[src/rtl/counter_bank_pkg.sv]
`default_nettype none
// +----------------------------------------------------------------------------+
// | Package  : counter_bank_pkg                                                |
// | Purpose  : Shared encodings for the counter bank: register selects, channel|
// |            modes, CTRL bit positions and a mode-legalising helper.         |
// | Revision : 1.0  initial release                                            |
// +----------------------------------------------------------------------------+
package counter_bank_pkg;

   // Register addressed by a bus write (reg_sel field)
   typedef enum logic [1:0] {
      REG_LOAD = 2'd0,
      REG_CTRL = 2'd1,
      REG_CMP  = 2'd2,
      REG_FCLR = 2'd3
   } reg_sel_e;

   // Channel operating mode (CTRL[2:1])
   typedef enum logic [1:0] {
      MODE_ONESHOT = 2'b00,
      MODE_RELOAD  = 2'b01,
      MODE_SQUARE  = 2'b10,
      MODE_PWM     = 2'b11
   } mode_e;

   // CTRL register layout
   localparam int CTRL_EN_BIT    = 0;
   localparam int CTRL_MODE_LSB  = 1;
   localparam int CTRL_MODE_MSB  = 2;
   localparam int CTRL_IRQEN_BIT = 3;

   // Without the PWM hardware, a written PWM mode is folded onto auto-reload
   // so the channel never sits in a mode it cannot execute.
   function automatic mode_e legal_mode(input logic [1:0] raw, input logic pwm_built);
      if (!pwm_built && (raw == MODE_PWM))
         return MODE_RELOAD;
      return mode_e'(raw);
   endfunction

endpackage : counter_bank_pkg
`default_nettype wire

[src/rtl/counter_bank_ch.sv]
`default_nettype none
// +----------------------------------------------------------------------------+
// | Module   : counter_bank_ch                                                 |
// | Purpose  : One programmable down-counter channel: tick edge detect, count, |
// |            load, ctrl, optional compare, mode output and sticky flag.      |
// | Config   : COUNTER_BANK_PWM_EN builds the compare register and PWM mode.   |
// | Ports    : clk, rst        clock / synchronous active-high reset           |
// |            i_tick          count clock level (rising edge counts)          |
// |            i_wr_load/ctrl/cmp/fclr  decoded one-cycle write strobes        |
// |            i_wdata         bus write data                                  |
// |            o_count         current count                                   |
// |            o_cnt_out       mode output                                     |
// |            o_flag          sticky terminal-count flag                      |
// |            o_irq_req       flag gated by the channel irq enable            |
// | Revision : 1.0  initial release                                            |
// +----------------------------------------------------------------------------+
module counter_bank_ch
   import counter_bank_pkg::*;
#(
   parameter int WIDTH = 32
)(
   input  logic             clk,
   input  logic             rst,
   input  logic             i_tick,
   input  logic             i_wr_load,
   input  logic             i_wr_ctrl,
`ifdef COUNTER_BANK_PWM_EN
   input  logic             i_wr_cmp,
`endif
   input  logic             i_wr_fclr,
   input  logic [31:0]      i_wdata,
   output logic [WIDTH-1:0] o_count,
   output logic             o_cnt_out,
   output logic             o_flag,
   output logic             o_irq_req
);

`ifdef COUNTER_BANK_PWM_EN
   localparam logic PWM_BUILT = 1'b1;
`else
   localparam logic PWM_BUILT = 1'b0;
`endif

   logic             r_tick_q;
   logic [WIDTH-1:0] r_count;
   logic [WIDTH-1:0] r_load;
   logic             r_en;
   mode_e            r_mode;
   logic             r_irq_en;
   logic             r_flag;
   logic             r_cnt_out;

   logic [WIDTH-1:0] w_wdata_w;
   logic             w_tick_ev;
   logic             w_wr_blk;
   logic             w_dec;
   logic             w_term;
   logic [WIDTH-1:0] w_count_nxt;
   logic             w_cnt_out_nxt;

   assign w_wdata_w = i_wdata[WIDTH-1:0];
   assign w_tick_ev = i_tick & ~r_tick_q;

   // A register write to this channel takes priority over a coincident tick,
   // which is then lost. Flag clears do not touch the count and do not block.
`ifdef COUNTER_BANK_PWM_EN
   logic [WIDTH-1:0] r_cmp;

   assign w_wr_blk = i_wr_load | i_wr_ctrl | i_wr_cmp;

   always_ff @(posedge clk) begin
      if (rst)
         r_cmp <= '0;
      else if (i_wr_cmp)
         r_cmp <= w_wdata_w;
   end
`else
   assign w_wr_blk = i_wr_load | i_wr_ctrl;
`endif

   // count==0 never decrements; with load==0 in a reload mode this keeps the
   // channel parked at zero with no terminal events.
   assign w_dec  = r_en && w_tick_ev && (r_count != '0) && !w_wr_blk;
   assign w_term = w_dec && (r_count == WIDTH'(1));

   always_comb begin
      w_count_nxt = r_count - WIDTH'(1);
      if (w_term)
         w_count_nxt = (r_mode == MODE_ONESHOT) ? '0 : r_load;
   end

   always_comb begin
      w_cnt_out_nxt = r_cnt_out;
      case (r_mode)
         MODE_ONESHOT: begin
            if (i_wr_load)
               w_cnt_out_nxt = 1'b0;
            else if (w_term)
               w_cnt_out_nxt = 1'b1;
         end
         MODE_SQUARE: begin
            // Square output survives a LOAD; only terminal events toggle it.
            if (w_term)
               w_cnt_out_nxt = ~r_cnt_out;
         end
`ifdef COUNTER_BANK_PWM_EN
         MODE_PWM: begin
            w_cnt_out_nxt = (r_count <= r_cmp);
         end
`endif
         default: begin
            // Auto-reload: single-clock pulse on the terminal event.
            w_cnt_out_nxt = w_term;
         end
      endcase
   end

   always_ff @(posedge clk) begin
      if (rst) begin
         r_tick_q  <= 1'b0;
         r_count   <= '0;
         r_load    <= '0;
         r_en      <= 1'b0;
         r_mode    <= MODE_ONESHOT;
         r_irq_en  <= 1'b0;
         r_flag    <= 1'b0;
         r_cnt_out <= 1'b0;
      end else begin
         r_tick_q  <= i_tick;
         r_cnt_out <= w_cnt_out_nxt;

         if (i_wr_load) begin
            r_load  <= w_wdata_w;
            r_count <= w_wdata_w;
         end else if (w_dec) begin
            r_count <= w_count_nxt;
         end

         if (i_wr_ctrl) begin
            r_en     <= i_wdata[CTRL_EN_BIT];
            r_mode   <= legal_mode(i_wdata[CTRL_MODE_MSB:CTRL_MODE_LSB], PWM_BUILT);
            r_irq_en <= i_wdata[CTRL_IRQEN_BIT];
         end

         // Set has priority over a simultaneous clear.
         if (w_term)
            r_flag <= 1'b1;
         else if (i_wr_fclr && i_wdata[0])
            r_flag <= 1'b0;
      end
   end

   assign o_count   = r_count;
   assign o_cnt_out = r_cnt_out;
   assign o_flag    = r_flag;
   assign o_irq_req = r_flag & r_irq_en;

endmodule : counter_bank_ch
`default_nettype wire

[src/rtl/counter_bank.sv]
`default_nettype none
// +----------------------------------------------------------------------------+
// | Module   : counter_bank                                                    |
// | Purpose  : N-channel programmable down-counter/timer bank with one-shot,   |
// |            auto-reload, square (and optional PWM) modes, sticky flags,     |
// |            combined interrupt and registered count readback.               |
// | Config   : COUNTER_BANK_PWM_EN enables PWM mode and COMPARE registers.     |
// | Ports    : clk, rst     clock / synchronous active-high reset              |
// |            i_tick_in    per-channel count clock levels                     |
// |            i_we         bus write strobe                                   |
// |            i_ch_sel     channel addressed by the write                     |
// |            i_reg_sel    0=LOAD 1=CTRL 2=COMPARE 3=FLAG_CLR                 |
// |            i_wdata      write data                                         |
// |            i_rd_ch      readback channel                                   |
// |            o_rdata      registered zero-extended count of i_rd_ch          |
// |            o_cnt_out    per-channel mode outputs                           |
// |            o_flags      sticky terminal-count flags                        |
// |            o_irq        registered OR of enabled flags                     |
// | Revision : 1.0  initial release                                            |
// +----------------------------------------------------------------------------+
module counter_bank
   import counter_bank_pkg::*;
#(
   parameter  int NUM_CH = 4,
   parameter  int WIDTH  = 32,
   localparam int CH_W   = (NUM_CH > 1) ? $clog2(NUM_CH) : 1
)(
   input  logic              clk,
   input  logic              rst,
   input  logic [NUM_CH-1:0] i_tick_in,
   input  logic              i_we,
   input  logic [CH_W-1:0]   i_ch_sel,
   input  logic [1:0]        i_reg_sel,
   input  logic [31:0]       i_wdata,
   input  logic [CH_W-1:0]   i_rd_ch,
   output logic [31:0]       o_rdata,
   output logic [NUM_CH-1:0] o_cnt_out,
   output logic [NUM_CH-1:0] o_flags,
   output logic              o_irq
);

   logic [WIDTH-1:0]  w_count [NUM_CH];
   logic [NUM_CH-1:0] w_irq_req;
   logic [31:0]       w_rd_mux;
   logic [31:0]       r_rdata;
   logic              r_irq;

   // Channel selects beyond NUM_CH match no generate index, so such writes
   // are dropped without an explicit range check.
   for (genvar g = 0; g < NUM_CH; g++) begin : g_ch
      logic w_hit;
      assign w_hit = i_we && (i_ch_sel == CH_W'(g));

      counter_bank_ch #(
         .WIDTH (WIDTH)
      ) u_ch (
         .clk       (clk),
         .rst       (rst),
         .i_tick    (i_tick_in[g]),
         .i_wr_load (w_hit && (i_reg_sel == REG_LOAD)),
         .i_wr_ctrl (w_hit && (i_reg_sel == REG_CTRL)),
`ifdef COUNTER_BANK_PWM_EN
         .i_wr_cmp  (w_hit && (i_reg_sel == REG_CMP)),
`endif
         .i_wr_fclr (w_hit && (i_reg_sel == REG_FCLR)),
         .i_wdata   (i_wdata),
         .o_count   (w_count[g]),
         .o_cnt_out (o_cnt_out[g]),
         .o_flag    (o_flags[g]),
         .o_irq_req (w_irq_req[g])
      );
   end

   // Out-of-range readback channels fall through to zero.
   always_comb begin
      w_rd_mux = '0;
      for (int k = 0; k < NUM_CH; k++) begin
         if (i_rd_ch == CH_W'(k))
            w_rd_mux = 32'(w_count[k]);
      end
   end

   always_ff @(posedge clk) begin
      if (rst) begin
         r_rdata <= '0;
         r_irq   <= 1'b0;
      end else begin
         r_rdata <= w_rd_mux;
         r_irq   <= |w_irq_req;
      end
   end

   assign o_rdata = r_rdata;
   assign o_irq   = r_irq;

endmodule : counter_bank
`default_nettype wire

[config.mk]
export PLATFORM = sky130hd
export DESIGN_NAME = counter_bank
export DESIGN_NICKNAME = d
export VERILOG_FILES = /design/src/rtl/counter_bank_pkg.sv /design/src/rtl/counter_bank_ch.sv /design/src/rtl/counter_bank.sv
export SDC_FILE = /design/constraint.sdc
export NUM_CORES = 1
export LEC_CHECK = 0
export ABC_AREA = 1
export CORE_MARGIN = 2
export CORE_UTILIZATION = 29
export DETAILED_ROUTE_END_ITERATION = 6
export PLACE_DENSITY = 0.51
export SKIP_CTS_REPAIR_TIMING = 1
export SYNTH_ARGS = -nofsm -noshare
export SYNTH_HDL_FRONTEND = slang
export SYNTH_HIERARCHICAL = 1
export SYNTH_SLANG_ARGS = --single-unit
[constraint.sdc]
create_clock -name clk -period 3.15 [get_ports clk]
set_clock_uncertainty 0.2 [all_clocks]
set_input_delay 0.63 -clock clk [delete_from_list [all_inputs] [get_ports clk]]
set_output_delay 0.63 -clock clk [all_outputs]
set_load 0.03 [all_outputs]
# Word-level counts from Yosys, hierarchy flattened
# Index checks and enable logic that the tools add are counted.
classes:
  add_sub_neg: 4
  n_div: 0
  eq_ne: 25
  n_mul: 0
  muxes: 58
  bitwise_logic: 20
  n_reduce_logical: 64
  order_cmp: 0
  shift: 0
op_table:
  columns: ["op", "n"]
  rows:
  - ["two-way mux 32 bit", 20]
  - ["equality test 32 x 1 -> 1 bit (second input constant)", 4]
  - ["nonzero test 32 bit", 4]
  - ["subtractor 32 x 1 -> 32 bit (second input constant)", 4]
  - ["logical AND 1 bit", 36]
  - ["two-way mux 1 bit", 29]
  - ["equality test 2 bit (second input constant)", 10]
  - ["nonzero test 2 bit", 8]
  - ["zero test 2 bit", 7]
  - ["!= test 3 x 1 -> 1 bit (second input constant)", 4]
  - ["two-way mux 2 bit", 5]
  - ["bitwise AND 1 bit", 8]
  - ["!= test 2 x 1 -> 1 bit (second input constant)", 4]
  - ["inverter 1 bit", 8]
  - ["case mux 1 bit (2 select lines)", 4]
  - ["AND reduction 2 bit", 4]
  - ["equality test 2 x 1 -> 1 bit (second input constant)", 3]
  - ["zero test 1 bit", 4]
  - ["bitwise OR 1 bit", 4]
  - ["OR reduction 4 bit", 1]
word_totals:
  register_bits: 317
  mem_bits_ro: 0
  out_inout_bits: 41
  elab_cells: 205
  latch_bits: 0
  inputBits: 45
  n_memories: 0
  ramBits: 0

# Longest topological paths before layout
depth:
  depth_word: 10
  mapped_depth: 13
  ltp_nobuf: 12

# Cells and area by module
# Netlist, hierarchy kept.
by_module_without_submodules:
  columns: ["module", "instances", "cells_each", "area_each_um2", "seq_area_each_um2"]
  rows:
  - ["counter_bank_ch (g_ch[1].u_ch ...)", 3, 682, 4264.1, 1421.4]
  - ["counter_bank_ch (g_ch[0].u_ch)", 1, 681, 4259.1, 1421.4]
  - ["counter_bank", 1, 341, 2013.2, 660.6]

# Worst setup path after synthesis
# OpenSTA, ideal clock, no wires.
synth_path:
  kind: "input to register"
  from: "input port i_reg_sel[1]"
  to: "register g_ch[0].u_ch.r_count[2]"
  required_time_ps: 2822
  n_path_buf: 2
  setup_ps: 128
  t_arrival_ps: 2000
  stages: 11
  path_slack_ps: 822
  path_cell_list: "or2_1 > nor2_1 > buf_2 > nor2_1 > nand4_1 > inv_1 > nand3_4 > buf_2 > a21oi_1 > nor2_1 > nor2_1"
synth_between:
  elab_chain_cells: 9
  elab_cells_between_ends: 12
  cone_classes: "eq/ne: 1; mux: 3; bitwise: 1; reduce/logical: 7"
synth_rtl:
  columns: ["item", "line", "rtl"]
  rows:
  - ["from (decl)", "counter_bank.sv:33", "input logic [1:0] i_reg_sel,"]
  - ["equality test 2 x 1 -> 1 bit / zero test 2 bit (equally long branches)", "counter_bank.sv:61, counter_bank.sv:60", null]
  - ["logical AND 1 bit (on tied branches)", "counter_bank.sv:61, counter_bank.sv:60", null]
  - ["bitwise OR 1 bit", "counter_bank_ch.sv:78", "assign w_wr_blk = i_wr_load | i_wr_ctrl;"]
  - ["zero test 1 bit", "counter_bank_ch.sv:83", "assign w_dec = r_en && w_tick_ev && (r_count != '0) && !w_wr_blk;"]
  - ["logical AND 1 bit", "counter_bank_ch.sv:83", null]
  - ["logical AND 1 bit", "counter_bank_ch.sv:84", "assign w_term = w_dec && (r_count == WIDTH'(1));"]
  - ["two-way mux 32 bit", "counter_bank_ch.sv:88", "if (w_term)"]
  - ["two-way mux 32 bit", "counter_bank_ch.sv:135", "end else if (w_dec) begin"]
  - ["two-way mux 32 bit", "counter_bank_ch.sv:132", "if (i_wr_load) begin"]
  - ["to (signal assigned)", "counter_bank_ch.sv:134", "r_count <= w_wdata_w;"]
  - ["to (signal assigned)", "counter_bank_ch.sv:136", "r_count <= w_count_nxt;"]
  - ["to (decl)", "counter_bank_ch.sv:45", "logic [WIDTH-1:0] r_count;"]
# Several ways; a longest one is shown, not always the timed one. The select of a mux whose other input is x is not followed.
# A chain may end at the register's enable or synchronous reset.

# Worst setup path after layout
layout_path:
  from: "register g_ch[0].u_ch.r_flag"
  to: "output port o_flags[0]"
layout_rtl:
  columns: ["item", "line", "rtl"]
  rows:
  - ["from (decl)", "counter_bank_ch.sv:50", "logic r_flag;"]
  - ["from (signal assigned)", "counter_bank_ch.sv:126", "r_flag <= 1'b0;"]
  - ["from (signal assigned)", "counter_bank_ch.sv:147", "r_flag <= 1'b1;"]
  - ["from (signal assigned)", "counter_bank_ch.sv:149", "r_flag <= 1'b0;"]
  - ["to (decl)", "counter_bank.sv:38", "output logic [NUM_CH-1:0] o_flags,"]
# No word-level cell between the ends.

==> results.env <==
VDD_IR_DROP_MAX_mV=0.355
TOTALWIRELENGTH_UM=82000
CTS_ROOT_BUFFER='sky130_fd_sc_hd__clkbuf_16'
PLACEMENTROWS=93
PLACEMENT.SETUP.WORST_SLACK_NS=0.0602
NNETSFINAL=3217
LARGEST_NET_DEGREE_AT_THE_START_OF_GLOBAL_ROUTING=63
GRT_SETUP_UNREPAIRED='no'
PLACE.PORT_BUFFERS=85
GRT_FIRST_PASS_WIRELENGTH_UM=122000
TIMING.FMAX_MHz=380
CRITPATHKIND='flip-flop to output pin'
DIODES=0
POWER_LEAKAGE_nW=10.2
IOPINCOUNT=86
WORST_SETUP_PATH_END_KIND='output pin'
PATH_CELLS='clkdlybuf4s50_1'
DETAILROUTE.VIA_COUNT=20600
TIMING.CRITICAL_PATH.FANOUT_MAX=3
CTS-HTREE-LEVELS=2
GRT_USE_TOTAL=0.238
GPL.FINAL_WEIGHTED_CONGESTION=0.987
CRITICAL_PATH.TOP_DELAY_FAMILY='buffers and inverters'
FINALHOLDVIOLATIONS=0
CLOCK_LATENCY_ON_THE_WORST_SKEW_PAIR_NS=0.59
SYNTH-SEQ-CELLS=317
SYNTH.YOSYS.SEQ_AREA_SHARE=0.333
FIN_WS_NS=0.515
SLEW_VIOLATIONS=0
VIA_COUNT_OF_THE_FIRST_GLOBAL_ROUTING_PASS=18800
WIRE_PER_INST_UM=20.3
YS.WARNINGS.COUNT=6
SYNTH.DISTINCT_CELLS=30
CP.BUFFERS_INVERTERS=1
SYNTHTOLAYOUTAREAGROWTH_PCT=18.6
NETLIST.TOP_CELL.BY_AREA='sky130_fd_sc_hd__dfxtp_1'
MAXCAPVIOLCOUNT=0
SETUP_VIOL=0
CTS_TREE='done'
POST_SYNTH_INST_COUNT=3068
DIE_X_UM=260
MAPPED_NETS=3125
FIN_HOLD_WS_NS=0.180
DRTANTENNAVIOLNETS=0
TIMING.CRITICAL_PATH.SLOWEST_CELL_DELAY_NS=0.74
SYN-CELL-AREA_UM2=19100
WORST-SLEW-PIN-TRANSITION_NS=1.02
MIN_PATH_TYPE='primary input to flip-flop'
CRIT_PATH_START_KIND='flip-flop'
CLOCKBUFFERDEPTH=3
INITIAL_UTILIZATION=0.295
CTS_BUFFERS=40
UTILIZATION=0.349
FINALCRITICALPERIOD_NS=2.64
SYNTH_AREA_PER_CELL_UM2=6.21
TIMING.SLEW.HEADROOM=0.320
TIMING.CRITICAL_PATH.SLOWEST_STAGE_CELL='sky130_fd_sc_hd__clkdlybuf4s50_1'
CP.ARRIVAL_NS=1.81
CLOCK_SINKS=317
FP.COREAREA_UM2=64700
DRT_PRE_ANTENNA_ITERS=6
HPWL_AFTER_DETAILED_PLACEMENT_UM=59100
POWER.DENSITY_nW_PER_UM2=505
GLOBALROUTEOVERFLOWTOTAL=0
DIEHEIGHT_UM=260
WORST_SETUP_HOLD_PATH_CLK_SLEW_NS=0.06
FP.DIEAREA_UM2=67800
STATUS='finished, final reports clean'
CRITICAL_PATH_REQUIRED_NS=2.32
FINAL_WORST_PATH_CYCLE_SHARE=0.837
DRT_ITER0_DRC=1856
DRIVE_ABOVE_1_SHARE=0.0908
SYNTH_FLOP_CELL='sky130_fd_sc_hd__dfxtp_1'
DETAIL_ROUTE.VIAS_PER_CELL=5.11
SYNTH_ENABLE_FLOP_CELLS=0
GRT_ANTENNA_BEFORE_REPAIR=1
NETLIST_TOP_CELLS_AREA='sky130_fd_sc_hd__dfxtp_1, sky130_fd_sc_hd__nand2_1, sky130_fd_sc_hd__a21oi_1'
FINALSETUPTNS_NS=0
DRCVIOLATIONCOUNT=0
SYNTH_LARGEST_TYPE_AREA_FRACTION=0.333
SYNTH_ASYNC_SR_FLOP_SHARE=0
## power by group
part	switching, mW	internal, mW	total (mW)
logic	1.75	0.899	2.65
clock network	1.92	2.62	4.54
registers	0.124	4.11	4.23
## area by class of cell
class	count	area, um^2
well taps	855	1070
clock inverters	8	81.3
repair buffers	211	2010
multi-input cells	2400	11200
clock buffers	58	1160
fillers	7261	42100
inverters	190	713
flip-flops and latches	317	6350
## metal layers
layer  wire (um)  track usage  vias to the layer above
li1            -            -                    10100
met1       38200        0.345                     9612
met2       34300        0.351                      768
met3        6640       0.0449                      122
met4        2870       0.0776                        2
met5           9            0                        -
## layout by cell type (no fill, tap or decap), types with 8 or more instances in the layout
cell type	netlist	layout
sky130_fd_sc_hd__nand2_1	920	920
sky130_fd_sc_hd__a21oi_1	381	381
sky130_fd_sc_hd__nor2_1	380	376
sky130_fd_sc_hd__nand3_1	329	329
sky130_fd_sc_hd__dfxtp_1	317	317
sky130_fd_sc_hd__inv_1	181	181
sky130_fd_sc_hd__o21ai_0	155	155
sky130_fd_sc_hd__buf_4	11	109
sky130_fd_sc_hd__clkdlybuf4s50_1	0	83
sky130_fd_sc_hd__clkbuf_16	0	41
sky130_fd_sc_hd__xnor2_1	32	32
sky130_fd_sc_hd__nand4_1	29	29
sky130_fd_sc_hd__xor2_1	28	28
sky130_fd_sc_hd__nor2_4	19	23
sky130_fd_sc_hd__o21ai_1	23	23
sky130_fd_sc_hd__nor2_2	22	22
sky130_fd_sc_hd__nand2_2	21	21
sky130_fd_sc_hd__buf_12	0	17
sky130_fd_sc_hd__o21bai_1	12	12
sky130_fd_sc_hd__ha_1	12	12
sky130_fd_sc_hd__nand2_4	10	10
sky130_fd_sc_hd__clkbuf_1	94	10
sky130_fd_sc_hd__inv_2	9	9
sky130_fd_sc_hd__nor2_8	8	8
sky130_fd_sc_hd__or2_2	8	8
## metrics by stage
step                power [mW]  cell area (um^2)  std cells
floorplan                 6.07             19100       3068
global placement          6.93             21400       3973
detailed placement        6.92             21400       3973
CTS                       11.5             22600       4039
global route              11.9             22600       4039
finish                    11.4             22600       4039
## cells in the mapped netlist (12+ instances only)
library cell	instances
sky130_fd_sc_hd__xnor2_1	32
sky130_fd_sc_hd__o21bai_1	12
sky130_fd_sc_hd__buf_6	16
sky130_fd_sc_hd__nor2_2	22
sky130_fd_sc_hd__o21ai_1	23
sky130_fd_sc_hd__dfxtp_1	317
sky130_fd_sc_hd__nand2_2	21
sky130_fd_sc_hd__nand4_1	29
sky130_fd_sc_hd__buf_2	35
sky130_fd_sc_hd__nand3_1	329
sky130_fd_sc_hd__nor2_4	19
sky130_fd_sc_hd__inv_1	181
sky130_fd_sc_hd__clkbuf_1	94
sky130_fd_sc_hd__nor2_1	380
sky130_fd_sc_hd__xor2_1	28
sky130_fd_sc_hd__a21oi_1	381
sky130_fd_sc_hd__nand2_1	920
sky130_fd_sc_hd__o21ai_0	155
sky130_fd_sc_hd__ha_1	12
## worst paths after layout
kind              slack (ns)                                 start                                    end  cells past startpoint
setup / recovery        0.51      g_ch[0].u_ch/o_flag$_SDFFE_PP0P_                             o_flags[0]                      1
hold / removal          0.18                                   rst   g_ch[1].u_ch/o_count[1]$_SDFFE_PP0P_                      2
setup reg to reg        0.58  g_ch[2].u_ch/o_count[0]$_SDFFE_PP0P_  g_ch[2].u_ch/o_count[20]$_SDFFE_PP0P_                     12
hold reg to reg         0.26   g_ch[1].u_ch/r_load[2]$_SDFFE_PP0P_    g_ch[1].u_ch/r_load[2]$_SDFFE_PP0P_                      2
## flip-flops by register name, summed over array words and instances (netlist names)
name	cells
g_ch.u_ch/r_tick_q	4
g_ch.u_ch/r_mode	8
g_ch.u_ch/o_count	128
g_ch.u_ch/r_irq_en	4
g_ch.u_ch/r_en	4
g_ch.u_ch/o_flag	4
o_rdata	32
g_ch.u_ch/r_load	128
g_ch.u_ch/o_cnt_out	4
o_irq	1
## kinds of logic (layout without fill, tap and decap cells)
family | count (synthesis) | count (layout) | synth area share
AND/OR/NAND/NOR | 1756 | 1756 | 0.400
AO/OA/AOI/OAI | 572 | 572 | 0.152
buffers and inverters | 351 | 467 | 0.0799
flip-flops | 317 | 317 | 0.333
XOR/XNOR | 60 | 60 | 0.0276
adder cells (fa/ha/maj) | 12 | 12 | 0.00788
Power figures use the tool's default switching activity.
